[src/rtl/alu_pkg.sv]
// Shared definitions for the pipelined ALU: opcode encoding, flag bit
// positions and controller states.
package alu_pkg;

    typedef enum logic [3:0] {
        OP_AND  = 4'd0,
        OP_OR   = 4'd1,
        OP_ADD  = 4'd2,
        OP_SUB  = 4'd3,
        OP_XOR  = 4'd4,
        OP_SLL  = 4'd5,
        OP_SRL  = 4'd6,
        OP_SRA  = 4'd7,
        OP_SLT  = 4'd8,
        OP_SLTU = 4'd9,
        OP_MUL  = 4'd10
    } op_e;

    localparam int FLAG_Z = 0;
    localparam int FLAG_N = 1;
    localparam int FLAG_C = 2;
    localparam int FLAG_V = 3;

    typedef enum logic {
        ST_IDLE = 1'b0,
        ST_BUSY = 1'b1
    } state_e;

endpackage

[src/rtl/alu_mul_iter.sv]
// Iterative shift-add multiplier returning the low WIDTH bits of a*b.
// One partial product per cycle; done holds until ack so the result survives a stall.
module alu_mul_iter #(
    parameter int WIDTH = 64
) (
    input  logic             clk,
    input  logic             rst_n,
    input  logic             start,
    input  logic [WIDTH-1:0] a,
    input  logic [WIDTH-1:0] b,
    input  logic             ack,
    output logic             done,
    output logic [WIDTH-1:0] product
);

    localparam int CNT_W = $clog2(WIDTH + 1);

    logic             busy_q, busy_d;
    logic [CNT_W-1:0] cnt_q, cnt_d;
    logic [WIDTH-1:0] mcand_q, mcand_d;
    logic [WIDTH-1:0] mplier_q, mplier_d;
    logic [WIDTH-1:0] acc_q, acc_d;

    always_comb begin
        busy_d   = busy_q;
        cnt_d    = cnt_q;
        mcand_d  = mcand_q;
        mplier_d = mplier_q;
        acc_d    = acc_q;
        if (start) begin
            busy_d   = 1'b1;
            cnt_d    = '0;
            mcand_d  = a;
            mplier_d = b;
            acc_d    = '0;
        end else if (busy_q && (cnt_q != CNT_W'(WIDTH))) begin
            if (mplier_q[0]) begin
                acc_d = acc_q + mcand_q;
            end
            mcand_d  = mcand_q << 1;
            mplier_d = mplier_q >> 1;
            cnt_d    = cnt_q + 1'b1;
        end else if (busy_q && ack) begin
            busy_d = 1'b0;
        end
    end

    always_ff @(posedge clk or negedge rst_n) begin
        if (!rst_n) begin
            busy_q   <= 1'b0;
            cnt_q    <= '0;
            mcand_q  <= '0;
            mplier_q <= '0;
            acc_q    <= '0;
        end else begin
            busy_q   <= busy_d;
            cnt_q    <= cnt_d;
            mcand_q  <= mcand_d;
            mplier_q <= mplier_d;
            acc_q    <= acc_d;
        end
    end

    assign done    = busy_q && (cnt_q == CNT_W'(WIDTH));
    assign product = acc_q;

endmodule

[src/rtl/alu_pipe.sv]
// Single-stage ALU with valid/ready handshakes and a one-entry output register.
// MUL goes through an iterative multiplier while the controller sits in BUSY.
module alu_pipe
    import alu_pkg::*;
#(
    parameter int WIDTH  = 64,
    parameter bit MUL_EN = 1'b1
) (
    input  logic             clk,
    input  logic             rst_n,
    input  logic             in_valid,
    output logic             in_ready,
    input  logic [3:0]       op,
    input  logic [WIDTH-1:0] a,
    input  logic [WIDTH-1:0] b,
    output logic             out_valid,
    input  logic             out_ready,
    output logic [WIDTH-1:0] result,
    output logic [3:0]       flags,
    output logic             err
);

    localparam int SH_W = $clog2(WIDTH);
    localparam int MSB  = WIDTH - 1;

    state_e           state_q, state_d;
    logic             out_valid_q, out_valid_d;
    logic [WIDTH-1:0] result_q, result_d;
    logic [3:0]       flags_q, flags_d;
    logic             err_q, err_d;
    logic             ready_en_q, ready_en_d;

    logic             accept;
    logic             is_mul;
    logic             mul_start, mul_ack, mul_done;
    logic [WIDTH-1:0] mul_product;

    logic [WIDTH:0]   add_full, sub_full;
    logic [SH_W-1:0]  sh;
    logic [WIDTH-1:0] alu_res;
    logic             alu_c, alu_v, alu_err;
    logic [3:0]       alu_flags;

    // ready_en_q keeps in_ready low during reset and lifts it on the first edge after release.
    assign ready_en_d = 1'b1;
    assign in_ready   = ready_en_q && (state_q == ST_IDLE) && (!out_valid_q || out_ready);
    assign accept     = in_valid && in_ready;
    assign is_mul     = MUL_EN && (op == OP_MUL);

    always_comb begin
        alu_res  = '0;
        alu_c    = 1'b0;
        alu_v    = 1'b0;
        alu_err  = 1'b0;
        add_full = {1'b0, a} + {1'b0, b};
        sub_full = {1'b0, a} - {1'b0, b};
        sh       = b[SH_W-1:0];
        case (op)
            OP_AND:  alu_res = a & b;
            OP_OR:   alu_res = a | b;
            OP_XOR:  alu_res = a ^ b;
            OP_ADD: begin
                alu_res = add_full[WIDTH-1:0];
                alu_c   = add_full[WIDTH];
                alu_v   = (a[MSB] == b[MSB]) && (add_full[MSB] != a[MSB]);
            end
            OP_SUB: begin
                alu_res = sub_full[WIDTH-1:0];
                alu_c   = sub_full[WIDTH];
                alu_v   = (a[MSB] != b[MSB]) && (sub_full[MSB] != a[MSB]);
            end
            OP_SLL:  alu_res = a << sh;
            OP_SRL:  alu_res = a >> sh;
            OP_SRA:  alu_res = $signed(a) >>> sh;
            OP_SLT:  alu_res = {{(WIDTH-1){1'b0}}, $signed(a) < $signed(b)};
            OP_SLTU: alu_res = {{(WIDTH-1){1'b0}}, a < b};
            OP_MUL:  alu_err = !MUL_EN;
            default: alu_err = 1'b1;
        endcase
        alu_flags = '0;
        if (!alu_err) begin
            alu_flags[FLAG_Z] = (alu_res == '0);
            alu_flags[FLAG_N] = alu_res[MSB];
            alu_flags[FLAG_C] = alu_c;
            alu_flags[FLAG_V] = alu_v;
        end
    end

    always_comb begin
        state_d     = state_q;
        out_valid_d = out_valid_q;
        result_d    = result_q;
        flags_d     = flags_q;
        err_d       = err_q;
        mul_start   = 1'b0;
        mul_ack     = 1'b0;
        if (out_valid_q && out_ready) begin
            out_valid_d = 1'b0;
        end
        case (state_q)
            ST_IDLE: begin
                if (accept) begin
                    if (is_mul) begin
                        mul_start = 1'b1;
                        state_d   = ST_BUSY;
                    end else begin
                        out_valid_d = 1'b1;
                        result_d    = alu_res;
                        flags_d     = alu_flags;
                        err_d       = alu_err;
                    end
                end
            end
            ST_BUSY: begin
                // Finished product waits in the multiplier until the output slot frees up.
                if (mul_done && (!out_valid_q || out_ready)) begin
                    mul_ack         = 1'b1;
                    state_d         = ST_IDLE;
                    out_valid_d     = 1'b1;
                    result_d        = mul_product;
                    flags_d         = '0;
                    flags_d[FLAG_Z] = (mul_product == '0);
                    flags_d[FLAG_N] = mul_product[MSB];
                    err_d           = 1'b0;
                end
            end
            default: state_d = ST_IDLE;
        endcase
    end

    always_ff @(posedge clk or negedge rst_n) begin
        if (!rst_n) begin
            state_q     <= ST_IDLE;
            out_valid_q <= 1'b0;
            result_q    <= '0;
            flags_q     <= '0;
            err_q       <= 1'b0;
            ready_en_q  <= 1'b0;
        end else begin
            state_q     <= state_d;
            out_valid_q <= out_valid_d;
            result_q    <= result_d;
            flags_q     <= flags_d;
            err_q       <= err_d;
            ready_en_q  <= ready_en_d;
        end
    end

    generate
        if (MUL_EN) begin : g_mul
            alu_mul_iter #(
                .WIDTH (WIDTH)
            ) u_mul (
                .clk     (clk),
                .rst_n   (rst_n),
                .start   (mul_start),
                .a       (a),
                .b       (b),
                .ack     (mul_ack),
                .done    (mul_done),
                .product (mul_product)
            );
        end else begin : g_no_mul
            assign mul_done    = 1'b0;
            assign mul_product = '0;
        end
    endgenerate

    assign out_valid = out_valid_q;
    assign result    = result_q;
    assign flags     = flags_q;
    assign err       = err_q;

endmodule

[config.mk]
export PLATFORM = sky130hd
export DESIGN_NAME = alu_pipe
export DESIGN_NICKNAME = d
export VERILOG_FILES = /design/src/rtl/alu_pkg.sv /design/src/rtl/alu_mul_iter.sv /design/src/rtl/alu_pipe.sv
export SDC_FILE = /design/constraint.sdc
export NUM_CORES = 2
export LEC_CHECK = 0
export ABC_AREA = 0
export ABC_CLOCK_PERIOD_IN_PS = 5400
export CAP_MARGIN = 20
export CORE_MARGIN = 8
export CORE_UTILIZATION = 32
export DETAILED_ROUTE_END_ITERATION = 6
export HOLD_SLACK_MARGIN = 0.1
export SKIP_LAST_GASP = 1
export SYNTH_ARGS = -nofsm -noshare
export SYNTH_HDL_FRONTEND = slang
export SYNTH_SLANG_ARGS = --single-unit
[constraint.sdc]
create_clock -name clk -period 5.4 [get_ports clk]
set_input_delay 0.81 -clock clk [delete_from_list [all_inputs] [get_ports clk]]
set_output_delay 0.81 -clock clk [all_outputs]
set_load 0.03 [all_outputs]
=== Word level (Yosys, flattened, before mapping) ===
Cells that the tools add are included.

* Register bits: 272
* Input port bits: 136
* Output and inout bits: 71
* Logic and storage cells: 107

* $add $sub $neg: 4
* $lt $le $gt $ge: 2
* Eq/ne operators: 20
* Shift operators: 3
* Mux-type cells: 41
* Bitwise gates (word level): 4
* Reductions and logical operators: 22

{| class="wikitable"
|+ Operator list
! cell !! count
|-
| 64-bit two-way mux || 10
|-
| 64-bit one-hot mux with 10 select lines || 1
|-
| 64-bit logical NOT || 2
|-
| 64-bit less-than comparator || 2
|-
| 64-bit one-hot mux with 2 select lines || 1
|-
| 64-bit by 64-bit adder with 65-bit output || 1
|-
| 64-bit by 64-bit subtractor with 65-bit output || 1
|-
| 64-bit adder || 1
|-
| 64-bit bitwise AND || 1
|-
| 64-bit OR || 1
|-
| 64-bit by 6-bit << shifter with 64-bit output || 1
|-
| 64-bit by 6-bit right shift with 64-bit output || 1
|-
| 64-bit by 6-bit >>> shifter with 64-bit output || 1
|-
| 64-bit bitwise XOR || 1
|-
| 1-bit two-way mux || 17
|-
| 4-bit by 3-bit equality test with 1-bit output (second input constant) || 4
|-
| 4-bit two-way mux || 4
|-
| 7-bit two-way mux || 2
|-
| 4-bit equality test (second input constant) || 3
|-
| 11-bit OR reduction || 1
|-
| 1-bit logical AND || 10
|-
| 1-bit one-hot mux with 2 select lines || 5
|-
| 4-bit by 2-bit equality test with 1-bit output (second input constant) || 2
|-
| 4-bit one-hot mux with 2 select lines || 1
|-
| 15 further kinds || 22
|}

=== Logic depth before layout (Yosys ltp) ===
* Word-level depth: 9
* Depth in mapped cells: 24
* Mapped depth without buffers: 17

=== By module ===
From an unflattened synthesis, not the netlist that was laid out.

* Cell total of the unflattened synthesis: 5213
* Area total of the unflattened synthesis: 39656.8 µm²

{| class="wikitable"
|+ Modules (own cells, without submodules)
! module !! times used !! cells an instance !! area an instance (µm²) !! sequential area each (µm²)
|-
| alu_pipe || 1 || 3797 || 27097.2 || 1801.7
|-
| alu_mul_iter || 1 || 1416 || 12559.5 || 5004.8
|}

=== Worst setup path before layout ===
No wires, ideal clock.

* Kind: input -> register
* From: input b[3]
* To: register flags_q[0] (netlist: flags[0])
* Library setup time: 92 ps
* Data arrival time: 6656 ps
* Data required time: 5308 ps
* Setup slack: -1348 ps
* Stages: 24
* Path buffers: 8
* Cell sequence: clkbuf_1 inv_1 buf_2 buf_1 clkbuf_1 buf_2 buf_2 buf_2 ha_1 buf_2 inv_1 o221ai_1 a2111oi_2 nor4_2 nor4_2 o21ai_1 nand2_1 a311oi_1 o41a_1 or2_2 a221o_1 or4_1 or4_1 o31ai_2

* Cells in the longest elaborated chain, start to end: 7
* Elaborated cells between the ends (all ways): 16
* Classes of those cells: add/sub (2); order compare (2); shift (3); mux (5); bitwise (3); reduce/logical (1)

{| class="wikitable"
|+ RTL lines
! element !! RTL line !! RTL
|-
| from (decl) || alu_pipe.sv:15 || <nowiki>input logic [WIDTH-1:0] b,</nowiki>
|-
| 64-bit by 64-bit subtractor with 65-bit output, or another cell as far along || alu_pipe.sv:56 || <nowiki>sub_full = {1'b0, a} - {1'b0, b};</nowiki>
|-
| 64-bit one-hot mux with 10 select lines (*) || alu_pipe.sv:58 || <nowiki>case (op)</nowiki>
|-
| 64-bit logical NOT (*) || alu_pipe.sv:82 || <nowiki>alu_flags[FLAG_Z] = (alu_res == '0);</nowiki>
|-
| 4-bit two-way mux (*) || alu_pipe.sv:81 || <nowiki>if (!alu_err) begin</nowiki>
|-
| 4-bit two-way mux (*) || alu_pipe.sv:103 || <nowiki>if (is_mul) begin</nowiki>
|-
| 4-bit two-way mux (*) || alu_pipe.sv:102 || <nowiki>if (accept) begin</nowiki>
|-
| 4-bit one-hot mux with 2 select lines (*) || alu_pipe.sv:100 || <nowiki>case (state_q)</nowiki>
|-
| to (signal assigned) || alu_pipe.sv:143 || <nowiki>flags_q <= flags_d;</nowiki>
|-
| to (decl) || alu_pipe.sv:29 || <nowiki>logic [3:0] flags_q, flags_d;</nowiki>
|}

Every way passes the cells marked *; elsewhere a longest branch is shown, timed or not. The select of a mux whose other input is x is not followed.
A chain may end at the register's enable or synchronous reset.

=== Worst setup path in the final report ===
* From: input a[41]
* To: register flags_q[0] (netlist: flags[0])

* Cells in the longest elaborated chain, start to end: 7
* Elaborated cells between the ends (all ways): 16
* Classes of those cells: add/sub (2); order compare (2); shift (3); mux (5); bitwise (3); reduce/logical (1)

{| class="wikitable"
|+ RTL lines
! element !! RTL line !! RTL
|-
| from (decl) || alu_pipe.sv:14 || <nowiki>input logic [WIDTH-1:0] a,</nowiki>
|-
| 64-bit by 64-bit subtractor with 65-bit output, or another cell as far along || alu_pipe.sv:56 ||
|-
| 64-bit one-hot mux with 10 select lines (*) || alu_pipe.sv:58 ||
|-
| 64-bit logical NOT (*) || alu_pipe.sv:82 ||
|-
| 4-bit two-way mux (*) || alu_pipe.sv:81 ||
|-
| 4-bit two-way mux (*) || alu_pipe.sv:103 ||
|-
| 4-bit two-way mux (*) || alu_pipe.sv:102 ||
|-
| 4-bit one-hot mux with 2 select lines (*) || alu_pipe.sv:100 ||
|}

Marked as above.

==> impl_metrics.env <==
export IMPL_status="finished with violations"
export IMPL_failed_checks="negative setup slack"
export IMPL_drc_errors=0
export IMPL_synth_top_family_by_area="compound AO/OA/AOI/OAI gates"
export IMPL_wl_per_cell_um=32.7
export IMPL_clkTransAtPathRegs_ns=0.07
export IMPL_vdd_drop_max_uv=352
export IMPL_worst_path_largest_cell_delay_ns=0.53
export IMPL_startpoint_type="input pin"
export IMPL_die_x_um=356
export IMPL_yosys_area_share_simple_pct=21.5
export IMPL_cts_tree="done"
export IMPL_grt_pass1_wl_mm=367
export IMPL_dieArea_sq_um=127000
export IMPL_fin_tns_setup_ns=-0.110
export IMPL_cts_buffer_depth=3
export IMPL_ys_warnings_count=0
export IMPL_drt_initial_drc_count=7413
export IMPL_period_share_pct=102
export IMPL_layout_setup_ws_ns=-0.110
export IMPL_cpMostUsedCell="buf_4"
export IMPL_antenna_found_initial=16
export IMPL_htreeDepth=2
export IMPL_drt_total_wl_mm=267
export IMPL_crit_arrival_ns=6.03
export IMPL_viasPerCell=6.17
export IMPL_reg2reg_slack_ns=0.33
export IMPL_synthCells=5030
export IMPL_regArea_sq_um=6810
export IMPL_num_rows=124
export IMPL_pin_count=207
export IMPL_grt_pass1_vias=47700
export IMPL_slew_headroom_pct=21.0
export IMPL_worstPathRequired_ns=5.92
export IMPL_timing_fmax_mhz=181
export IMPL_end_kind="flip-flop"
export IMPL_slew_viol_final=0
export IMPL_nFillCells=11800
export IMPL_ys_types=102
export IMPL_grt_max_degree=107
export IMPL_vias=50300
export IMPL_dr_pass1_iters=6
export IMPL_whs_ns=0.218
export IMPL_critPathKind="in2reg"
export IMPL_slowest_stage="or4_1"
export IMPL_synth_fa_ha_area_share_pct=9.54
export IMPL_design_area_sq_um=54900
export IMPL_grt_ovfl_total=0
export IMPL_p_leak_nw=25.6
export IMPL_syn_avg_cell_area_sq_um=7.34
export IMPL_syn_to_final_growth_pct=48.7
export IMPL_clock_skew_ns=0.0329
export IMPL_ff2ff_path_depth=17
export IMPL_fin_nets=7016
export IMPL_worstMarginPinSlew_ns=1.18
export IMPL_ys_flop_type="dfrtp_1"
export IMPL_crit_chain="clkdlybuf4s50_1 -> buf_12 -> mux2_1 -> buf_4 -> o22ai_1 -> buf_4 -> nor2_1 -> buf_4 -> o2bb2ai_1 -> nor4b_2 -> buf_4 -> o21ai_0 -> a211o_1 -> nand2b_1 -> and4bb_2 -> and4_4 -> nand4_1 -> or4_1 -> or4_4 -> o31ai_2"
export IMPL_synthArstFlopShare_pct=100
export IMPL_synthMuxAreaShare_pct=11.4
export IMPL_synth_fp_nets=5446
export IMPL_numCtsBuffers=36
export IMPL_synth_compound_area_share_pct=30.4
export IMPL_placement_io_buffers=206
export IMPL_hold_class="in2async"
export IMPL_fin_util_pct=48.0
export IMPL_dp_hpwl_mm=222
export IMPL_grtUsageTotal_pct=40.1
export IMPL_pre_cts_slack_ns=-1.12
export IMPL_ys_seq_elements=272
export IMPL_timing_final_crit_period_ns=5.51
export IMPL_yosys_area_share_xor_xnor_pct=1.92
export IMPL_fp_coreArea_sq_um=115000
export IMPL_rsz0062_at_grt="yes"
export IMPL_place_area_sq_um=53100
export IMPL_power_density_nw_per_um2=292
export IMPL_multiInputGateArea_sq_um=28300
export IMPL_fp_dieH_um=356
export IMPL_seq_area_frac_synth_pct=18.4
export IMPL_max_cap_violations=0
export IMPL_place_gp_congestion=1.11
export IMPL_synth_edf_count=0
export IMPL_root_buffer="clkbuf_16"
export IMPL_antenna_left=0
export IMPL_clock_sinks=272
export IMPL_layout_drive_gt1_share_pct=31.6
export IMPL_finalSetupViolations=1
export IMPL_timing_hold_violations_final=0
export IMPL_clock_latency_ns=0.62
export IMPL_syn_area_sq_um=36900
export IMPL_path_max_fanout=3
export IMPL_start_util_pct=32.3
path summary, 6_finish.rpt:
check	startpoint	end
max in group asynchronous	rst_n	result[22]
hold reg to reg	result[44]	result[44]
hold / removal	rst_n	g_mul.u_mul.mplier_q[48]
setup reg to reg	g_mul.u_mul.mcand_q[0]	g_mul.u_mul.product[62]
setup / recovery	a[41]	flags[0]
min in group clk	result[44]	result[44]
power by group:
part | switching (W) | internal [W]
logic | 0.00588 | 0.00401
clock network | 0.00111 | 0.00146
registers | 0.000774 | 0.00282
total | 0.00777 | 0.00829
logic make-up (layout without fill, tap and decap cells):
group | Yosys count | after routing
adders and majority gates | 280 | 280
other | 1 | 15
buffers and inverters | 609 | 2206
muxes | 323 | 323
xor gates and xnor gates | 81 | 81
and+or+nand+nor | 1766 | 1766
AOI/OAI and AO/OA | 1698 | 1698
DFF | 272 | 272
cell type report:
type,instances,share of cell area (%)
flip-flops and latches,272,12.4
well taps,1512,3.44
clock inverters,18,0.369
diodes,14,0.0638
clock buffers,47,1.86
inverters,225,1.57
multi-input cells,4149,51.5
repair buffers,1916,28.8
cell usage in the layout, fill, tap and decap left out, types with 33 or more instances in the layout:
| cell | count |
|---|---|
| a221oi_1 | 50 |
| buf_12 | 72 |
| inv_1 | 214 |
| a21o_1 | 80 |
| buf_4 | 1639 |
| clkdlybuf4s50_1 | 190 |
| dfrtp_1 | 272 |
| a31oi_1 | 164 |
| nand3_1 | 76 |
| nor3_1 | 91 |
| mux4_2 | 67 |
| nand4_1 | 63 |
| o21bai_1 | 35 |
| o211ai_1 | 85 |
| mux2_2 | 73 |
| o221ai_1 | 38 |
| xor2_1 | 33 |
| o31ai_1 | 41 |
| a211oi_1 | 67 |
| nand2b_1 | 59 |
| o22ai_1 | 74 |
| xnor2_1 | 48 |
| nor4_1 | 46 |
| o21ai_0 | 303 |
| clkbuf_16 | 37 |
| nand2_1 | 651 |
| a22oi_1 | 39 |
| nor2_1 | 570 |
| ha_1 | 267 |
| a21oi_1 | 385 |
| mux2i_1 | 175 |
cells in the mapped netlist (49+ instances only):
master	number	area, sq um
nor2_1	572	2150
mux4_2	67	1510
nand2_1	654	2450
mux2i_1	175	1750
a21o_1	80	601
inv_1	221	830
a211oi_1	72	541
nor3_1	98	490
dfrtp_1	272	6810
clkbuf_1	273	1020
mux2_2	73	822
a221oi_1	54	473
nor4_1	56	350
o31ai_1	49	368
o211ai_1	85	638
nand4_1	63	394
o22ai_1	75	469
a21oi_1	394	1970
ha_1	277	3470
a31oi_1	167	1040
o21ai_0	317	1590
nand2b_1	59	369
nand3_1	79	395
layer usage:
| metal | routed length [um] | global-route usage (%) | up-vias | part of all wire [%] |
|---|---|---|---|---|
| li1 | - | - | 21800 | - |
| met1 | 110000 | 54.3 | 24500 | 41 |
| met2 | 108000 | 58.6 | 3256 | 41 |
| met3 | 30900 | 10.8 | 716 | 12 |
| met4 | 17100 | 19.9 | 14 | 6.4 |
| met5 | 92 | 0 | - | 0.035 |
per-stage QoR:
| stage | total power, W | std cells |
|---|---|---|
| after floorplan | 0.00843 | 5030 |
| after global placement | 0.0131 | 8057 |
| after detailed placement | 0.0131 | 8058 |
| after CTS | 0.0158 | 8134 |
| after global routing | 0.0168 | 8139 |
| final | 0.0161 | 8153 |
critical path, delay by kind of cell:
kind | cells | cell delay [ns]
simple gates | 8 | 2.54
buf+inv | 6 | 1.24
mux | 1 | 0.32
compound gates | 5 | 1.11
flip-flops by register name, summed over array words and instances (netlist names):
register and cells:
state_q 1, out_valid 1, flags 4, g_mul.u_mul.mplier_q 64, g_mul.u_mul.mcand_q 64, g_mul.u_mul.busy_q 1, err 1, ready_en_q 1
result 64, g_mul.u_mul.cnt_q 7, g_mul.u_mul.product 64
repair_timing:
action	CTS	global route
gates resized for setup	64	57
buffers inserted	11	5
hold buffers	0	0
endpoints found under the setup margin	3	5
pin swaps	23	17
hold endpoints to repair	0	0
No activity file was read; power rests on OpenSTA's default activity.
